===== src/rtl/reg_pkg.sv =====
// Shared definitions for the req/ack register-bus initiator and its helpers.
package reg_pkg;

  localparam logic REG_RD = 1'b1;
  localparam logic REG_WR = 1'b0;

  typedef enum logic [1:0] {
    IDLE = 2'd0,
    REQ  = 2'd1,
    RSP  = 2'd2
  } reg_state_e;

  // Debug-only status; stray_ack records an ack seen with no request outstanding.
  typedef struct packed {
    logic stray_ack;
  } reg_dbg_t;

  // A disabled timeout (0) still gets a 1-bit counter so the vector stays legal.
  function automatic int tmo_cnt_width(input int timeout);
    return (timeout < 1) ? 1 : $clog2(timeout + 1);
  endfunction

endpackage


===== src/rtl/reg_timeout_cnt.sv =====
// Saturating clear/enable cycle counter; hit flags the last allowed cycle of a request.
// Clear wins over enable; hit is constant 0 when TIMEOUT_P is 0.
module reg_timeout_cnt
  import reg_pkg::*;
#(
  parameter int TIMEOUT_P = 16
) (
  input  logic clk,
  input  logic reset,
  input  logic clr_i,
  input  logic en_i,
  output logic hit_o
);

  localparam int CW = tmo_cnt_width(TIMEOUT_P);

  logic [CW-1:0] cnt_q, cnt_d;

  always_comb begin
    cnt_d = cnt_q;
    if (clr_i) begin
      cnt_d = '0;
    end else if (en_i && (cnt_q != {CW{1'b1}})) begin
      cnt_d = cnt_q + 1'b1;
    end
  end

  always_ff @(posedge clk) begin
    if (reset) begin
      cnt_q <= '0;
    end else begin
      cnt_q <= cnt_d;
    end
  end

  generate
    if (TIMEOUT_P == 0) begin : g_off
      assign hit_o = 1'b0;
    end else begin : g_on
      localparam logic [CW-1:0] LAST = CW'(TIMEOUT_P - 1);
      assign hit_o = en_i && (cnt_q == LAST);
    end
  endgenerate

endmodule


===== src/rtl/reg_initiator.sv =====
// Register-bus initiator: one host command -> one req/ack bus transaction -> one response.
// Every output comes straight from a register; cmd_ready stays low until the response is taken.
module reg_initiator
  import reg_pkg::*;
#(
  parameter int ADDR_SIZE_P = 4,
  parameter int TIMEOUT_P   = 16
) (
  input  logic                   clk,
  input  logic                   reset,
  input  logic                   cmd_valid,
  output logic                   cmd_ready,
  input  logic                   cmd_rd_wr,
  input  logic [ADDR_SIZE_P-1:0] cmd_addr,
  input  logic [31:0]            cmd_wdata,
  output logic                   rsp_valid,
  input  logic                   rsp_ready,
  output logic [31:0]            rsp_rdata,
  output logic                   rsp_err,
  output logic                   req,
  output logic [ADDR_SIZE_P-1:0] addr,
  output logic                   rd_wr,
  output logic [31:0]            write_val,
  input  logic [31:0]            read_val,
  input  logic                   ack
);

  reg_state_e             state_q, state_d;
  logic [ADDR_SIZE_P-1:0] addr_q, addr_d;
  logic                   rd_wr_q, rd_wr_d;
  logic [31:0]            write_val_q, write_val_d;
  logic [31:0]            rsp_rdata_q, rsp_rdata_d;
  logic                   rsp_err_q, rsp_err_d;
  reg_dbg_t               dbg_q, dbg_d;
  logic                   accept;
  logic                   tmo_hit;

  assign accept = (state_q == IDLE) && cmd_valid;

  reg_timeout_cnt #(
    .TIMEOUT_P(TIMEOUT_P)
  ) u_tmo (
    .clk  (clk),
    .reset(reset),
    .clr_i(accept),
    .en_i (state_q == REQ),
    .hit_o(tmo_hit)
  );

  always_comb begin
    state_d         = state_q;
    addr_d          = addr_q;
    rd_wr_d         = rd_wr_q;
    write_val_d     = write_val_q;
    rsp_rdata_d     = rsp_rdata_q;
    rsp_err_d       = rsp_err_q;
    dbg_d           = dbg_q;
    dbg_d.stray_ack = dbg_q.stray_ack | (ack && (state_q != REQ));

    unique case (state_q)
      IDLE: begin
        if (cmd_valid) begin
          addr_d      = cmd_addr;
          rd_wr_d     = cmd_rd_wr;
          write_val_d = (cmd_rd_wr == REG_WR) ? cmd_wdata : '0;
          state_d     = REQ;
        end
      end
      REQ: begin
        // An ack arriving on the timeout cycle still completes normally.
        if (ack) begin
          rsp_rdata_d = (rd_wr_q == REG_RD) ? read_val : '0;
          rsp_err_d   = 1'b0;
          state_d     = RSP;
        end else if (tmo_hit) begin
          rsp_rdata_d = '0;
          rsp_err_d   = 1'b1;
          state_d     = RSP;
        end
      end
      RSP: begin
        if (rsp_ready) begin
          state_d = IDLE;
        end
      end
      default: begin
        state_d = IDLE;
      end
    endcase
  end

  always_ff @(posedge clk) begin
    if (reset) begin
      state_q     <= IDLE;
      addr_q      <= '0;
      rd_wr_q     <= 1'b0;
      write_val_q <= '0;
      rsp_rdata_q <= '0;
      rsp_err_q   <= 1'b0;
      dbg_q       <= '0;
    end else begin
      state_q     <= state_d;
      addr_q      <= addr_d;
      rd_wr_q     <= rd_wr_d;
      write_val_q <= write_val_d;
      rsp_rdata_q <= rsp_rdata_d;
      rsp_err_q   <= rsp_err_d;
      dbg_q       <= dbg_d;
    end
  end

  assign cmd_ready = (state_q == IDLE);
  assign req       = (state_q == REQ);
  assign rsp_valid = (state_q == RSP);
  assign addr      = addr_q;
  assign rd_wr     = rd_wr_q;
  assign write_val = write_val_q;
  assign rsp_rdata = rsp_rdata_q;
  assign rsp_err   = rsp_err_q;

endmodule


===== config.mk =====
export PLATFORM = sky130hd
export DESIGN_NAME = reg_initiator
export DESIGN_NICKNAME = d
export VERILOG_FILES = /design/src/rtl/reg_pkg.sv /design/src/rtl/reg_timeout_cnt.sv /design/src/rtl/reg_initiator.sv
export SDC_FILE = /design/constraint.sdc
export NUM_CORES = 1
export LEC_CHECK = 0
export CORE_MARGIN = 2
export CORE_UTILIZATION = 37
export DETAILED_ROUTE_END_ITERATION = 7
export PLACE_DENSITY = 0.8
export RECOVER_POWER = 50
export SYNTH_ARGS = -nofsm -noshare
export SYNTH_HDL_FRONTEND = slang
export SYNTH_HIERARCHICAL = 1
export SYNTH_SLANG_ARGS = --single-unit

===== constraint.sdc =====
create_clock -name clk -period 1.9 [get_ports clk]
set_clock_uncertainty 0.05 [all_clocks]
set_input_delay 0.38 -clock clk [delete_from_list [all_inputs] [get_ports clk]]
set_output_delay 0.38 -clock clk [all_outputs]
set_load 0.1 [all_outputs]

Yosys cells after proc, flatten, opt, wreduce, memory -nomap -nowiden
Index checks and enable logic that the tools add are counted.
{ "totals": {"ff_bits": 77, "latch_bits": 0, "mem_bits_rw": 0, "mem_bits_ro": 0, "output_inout_bits": 73, "memories": 0} }
{ "op_classes": {"n_addsub": 1, "multipliers": 0, "div": 0, "magnitude_cmp": 0, "n_eq_ne": 7, "shift": 0, "muxes": 11, "bitwise_logic": 0, "n_reduce_logical": 9} }
{ "ops": {"columns": ["operator", "n"], "rows": [
  ["32-bit 2-to-1 mux", 4],
  ["2-bit 2-to-1 mux", 4],
  ["2-bit one-hot mux with 3 select lines", 1],
  ["5-bit by 1-bit adder with 5-bit output, second input constant", 1],
  ["5-bit by 4-bit == test with 1-bit output, second input constant", 1],
  ["5-bit inequality test, second input constant", 1],
  ["2-bit AND reduction", 2],
  ["1-bit logical AND", 3],
  ["3-bit inequality test, second input constant", 1],
  ["3-bit AND reduction", 1],
  ["2-bit by 1-bit == test with 1-bit output, second input constant", 1],
  ["2-bit == test, second input constant", 1],
  ["2-bit logical NOT", 1],
  ["1-bit 2-to-1 mux", 2],
  ["2-bit by 1-bit inequality test with 1-bit output, second input constant", 1],
  ["2-bit inequality test, second input constant", 1],
  ["2-bit nonzero test", 1],
  ["2-bit OR reduction", 1]
]} }

Longest topological paths before layout
{ "logic_depth": {"ltp_word": 5, "mapped_depth": 9, "depth_no_buf": 7} }

Hierarchy
The synthesis kept the hierarchy.
{ "modules_own_cells": {"columns": ["mod", "n_inst", "cells_per_inst", "area_per_inst_um2"], "rows": [
  ["reg_initiator", 1, 329, 2835.2],
  ["reg_timeout_cnt", 1, 28, 254.0]
]} }

Worst setup path before layout
OpenSTA, ideal clock, no wires.
{ "synth_timing": {"path_kind": "flip-flop to flip-flop", "from": "reg state_q[0]", "to": "reg rsp_rdata_q[11], in the netlist rsp_rdata[11]", "setup_time_ps": 128, "arrival_ps": 2187, "setup_slack_ps": -464, "stages_incl_launch_ff": 10, "path_buffers": 4, "cell_sequence": "dfxtp_1 > nor2b_1 > buf_2 > buf_2 > and2_1 > or2_1 > buf_2 > and2_4 > clkbuf_1 > o21ai_1"} }
{ "synth_between": {"elab_chain_len": 4} }
{ "synth_rtl": {"columns": ["element", "line_no", "rtl"], "rows": [
  ["start: declaration", "reg_initiator.sv:28", "reg_state_e state_q, state_d;"],
  ["start signal: assignment", "reg_initiator.sv:102", "state_q <= state_d;"],
  ["2-bit by 1-bit == test with 1-bit output", null, null],
  ["named net req", "reg_initiator.sv:20", "output logic req,"],
  ["1-bit logical AND", "reg_timeout_cnt.sv:41", "assign hit_o = en_i && (cnt_q == LAST);"],
  ["named net tmo_hit", "reg_initiator.sv:36", "logic tmo_hit;"],
  ["2-bit nonzero test (no line)", null, null],
  ["2-bit AND reduction (no line)", null, null],
  ["end signal: assignment", "reg_initiator.sv:106", "rsp_rdata_q <= rsp_rdata_d;"],
  ["end: declaration", "reg_initiator.sv:32", "logic [31:0] rsp_rdata_q, rsp_rdata_d;"]
]} }
The timed path passes the listed nets, and every way through them passes these cells.
A chain may end at the register's enable or synchronous reset.

Worst setup path after layout
{ "layout_timing": {"from": "reg u_tmo.cnt_q[0]", "to": "reg state_q[1]"} }
{ "layout_between": {"elab_chain_len": 4} }
{ "layout_rtl": {"columns": ["element", "line_no", "rtl"], "rows": [
  ["start: declaration", "reg_timeout_cnt.sv:17", "logic [CW-1:0] cnt_q, cnt_d;"],
  ["start signal: assignment", "reg_timeout_cnt.sv:32", "cnt_q <= cnt_d;"],
  ["5-bit by 4-bit == test with 1-bit output", "reg_timeout_cnt.sv:41", null],
  ["1-bit logical AND", "reg_timeout_cnt.sv:41", null],
  ["named net tmo_hit", "reg_initiator.sv:36", null],
  ["3-bit inequality test (no line)", null, null],
  ["3-bit AND reduction (no line)", null, null]
]} }
The timed path passes the listed nets, and every way through them passes these cells.

==> flow_summary.yaml <==
status:
  outcome: "finished, final reports clean"
yosys:
  post_synth_xor_area_fraction_pct: 0.567
  synthMuxAreaShare_pct: 0
  ys_seq_area_share_pct: 49.9
  syn-num-nets: 434
  mappedNetlistArea_mm2: 0.00309
  synthesis.instances: 357
  synth_top_cells_by_area: "sky130_fd_sc_hd__dfxtp_1 (50%), sky130_fd_sc_hd__nand3b_1 (8.0%), sky130_fd_sc_hd__nand2b_1 (6.7%)"
  top_area_cell_type_share_of_the_netlist_area_pct: 49.9
  share_of_synthesized_cell_area_in_full_adder_half_adder_and_majority_cells_pct: 1.22
  synthDominantAreaCellType: "sky130_fd_sc_hd__dfxtp_1"
  postSynthRegisterBits: 77
  yosys_warnings: 6
  synth_compound_gate_area_share_pct: 12.7
  netlist-cell-type-count: 31
  postSynthAreaPerCell_um2: 8.65
  simple_gate_area_share_of_the_yosys_netlist_pct: 30.1
  largest_family_of_logic_cells_by_synthesized_area: "simple AND/OR/NAND/NOR gates"
timing:
  hold_viol_final: 0
  rsz0062_at_grt: "no"
  timing.final.crit_period_ns: 1.82
  worst_pin_slew_ns: 0.734
  final-max-slew-violation-count: 0
  max_freq_mhz: 551
  timing.final.ws_setup_ns: 0.0841
  slew_headroom_pct: 51.1
  worst_hold_slack_ns: 0.367
  finalCritPeriodShare_pct: 95.6
  fin_tns_setup_ns: 0
  report.final.setup_viol: 0
final_layout:
  synthToLayoutAreaGrowth_pct: 48.8
  nets: 573
  layout-drive-gt1-share_pct: 23.4
  stdcell_area_mm2: 0.00460
  fillers: 704
  finalNonFillerCells: 606
  insertedDiodeCount: 0
routing:
  drt_wl_total_mm: 9.74
  detailroute.wirelength.met3_um: 403
  vias: 3090
  route.detailed.wl_per_inst_um: 16.1
  met2_wirelength_mm: 4.92
  routed.top_layer: "met4"
  drcViolationCount: 0
  post_detailed_route_via_to_cell_ratio: 5.10
  drt-met1-wl_mm: 4.19
  initialDrtViolationCount: 101
  drtPass1Iterations: 4
  drt.antenna.violating_nets: 0
pwr:
  leakage_power_of_the_design_nw: 1.80
  irDropWorstVdd_mv: 0.362
  pwr_density_cell_mw_per_mm2: 810
clock_tree:
  cts-root-to-sink-buffers: 2
  hold_buffers: 0
  h_tree_depth_reported_by_cts: 3
  total_cts_buffers: 9
  cts.clk_slew.worst_paths_ns: 0.08
  insertion_delay_ns: 0.33
  post-cts-setup-buffer-count: 0
  clock-sinks: 77
  tritoncts_clock_tree: "yes"
  cts.root.buffer_cell: "sky130_fd_sc_hd__clkbuf_8"
floorplan:
  start_util_pct: 38.0
  placement_rows: 33
  design.die.area_mm2: 0.00910
  coreArea_mm2: 0.00813
  die_y_um: 95.4
  io-pin-count: 147
  die_width_um: 95.4
critical_path:
  r2r.worst_path.cells: 8
  critical_path_class: "register to register"
  worst_endpoint_required_time_ns: 2.06
  r2r-start: "u_tmo/cnt_q[0]"
  chain_of_cells_forming_the_critical_path: "ha_2 > and3_4 > ha_1 > and2_4 > or2_4 > buf_4 > a22oi_1 > nor2_1"
  worst_ep_arrival_time_ns: 1.98
  setup.worst_path.start_class: "register"
  cp_max_fo: 6
  cp-end-kind: "register"
  endpoint: "state_q[1]"
  critical_path.max_stage_delay_ns: 0.32
  timing.critical_path.from: "u_tmo/cnt_q[0]"
  r2r_end: "state_q[1]"
  cpMaxStageDelayCell: "sky130_fd_sc_hd__dfxtp_2"
  reg2reg_slack_ns: 0.08
global_route:
  grt_pass1_vias: 3015
  first_pass_grt_wire_length_mm: 14.6
  grt_usage_pct: 20.3
  largest_net_degree_at_the_start_of_global_routing: 43
  global_route.overflow_total: 0
  number_of_antenna_violations_at_the_first_check_in_global_routing: 0
placed_design:
  port_buffers: 146
  dpl_cell_area_mm2: 0.00539
  detailedPlacementHpwl_mm: 6.47
  place_congestion: 0.769
  place.detailed.instances: 587
  dp_slack_ns: -0.0164
worst_hold_path:
  timing.hold.worst.class: "input port to register"
flow_run:
  maxCapViolations: 0
[worst max-delay path, delay by kind of cell (launching register included)]
kind	cells	cell delay (ns)
buffers and inverters	1	0.16
adders and majority gates	2	0.36
and+or+nand+nor	4	0.68
DFF	1	0.32
AOI/OAI and AO/OA	1	0.13
[worst min path at each step]
stage / from / to / depth (start not counted)
after detailed placement: u_tmo/cnt_q[1] / u_tmo/cnt_q[1] / 2
after floorplan: u_tmo/cnt_q[1] / u_tmo/cnt_q[1] / 2
final: reset / u_tmo/cnt_q[1] / 3
after CTS: reset / u_tmo/cnt_q[3] / 3
after global routing: reset / u_tmo/cnt_q[3] / 3
after global placement: u_tmo/cnt_q[1] / u_tmo/cnt_q[1] / 2
[cell usage in the layout, fill, tap and decap left out, drive strengths merged, types with 3 or more instances in the layout]
cell           count
nand2             44
nand3b            33
buf               17
inv                3
clkinvlp           3
o21ai             33
and2               3
nor2               7
clkbuf            82
clkdlybuf4s50     72
a21oi             41
nand2b            33
nand4             32
ha                 3
dfxtp             77
[cell families after synthesis]
family | count (synthesis)
XOR/XNOR | 2
flip-flops | 77
adder cells (fa/ha/maj) | 3
buffers and inverters | 37
AO/OA/AOI/OAI | 77
AND/OR/NAND/NOR | 161
[final cells by class]
type / instances / area [um^2] / area share [%]
repair buffers: 161 / 1310 / 28.4
clock buffers: 10 / 138 / 2.99
inverters: 3 / 11.3 / 0.245
flip-flops and latches: 77 / 1540 / 33.6
multi-input cells: 244 / 1410 / 30.6
clock inverters: 6 / 62.6 / 1.36
well taps: 105 / 131 / 2.86
[cells in the mapped netlist (all sizes together)]
cell     n
nand3    1
nor2b    2
and3b    1
xnor2    1
a22oi    1
nand4   32
buf     16
nand3b  33
inv      3
a21oi   41
o21ai   33
nand2   44
or3      1
nand2b  33
and3     1
clkbuf  18
and2     2
ha       3
dfxtp   77
or2      2
a211oi   2
xor2     1
nor2     7
or3b     1
and2b    1
[metal layers]
metal | global-route usage, % | vias up
li1 | - | 1506
met1 | 25.2 | 1479
met2 | 34.7 | 83
met3 | 3.48 | 22
met4 | 8.69 | 0
met5 | 0 | -
[where the power goes]
part           switching (W)  internal [W]
clock network       0.000601      0.000638
registers          0.0000253       0.00166
logic               0.000534      0.000271
[per-stage QoR]
stage	utilization, %	total power, W
finish	56.5	0.00373
global route	56.5	0.00388
CTS	68.9	0.00388
detailed placement	66.3	0.00265
global placement	66.3	0.00263
floorplan	-	0.00224
[state kept, by name, indices dropped and copies added (netlist names)]
| register | cells |
|---|---|
| write_val | 32 |
| addr | 4 |
| rsp_err | 1 |
| state_q | 2 |
| rd_wr | 1 |
| rsp_rdata | 32 |
| u_tmo/cnt_q | 5 |
[repair_timing]
action                     CTS  global route
gates resized for setup      2             9
pin swaps                    1             1
setup endpoints to repair   12            28
cloned                       1             2
No activity file was read; power rests on OpenSTA's default activity.
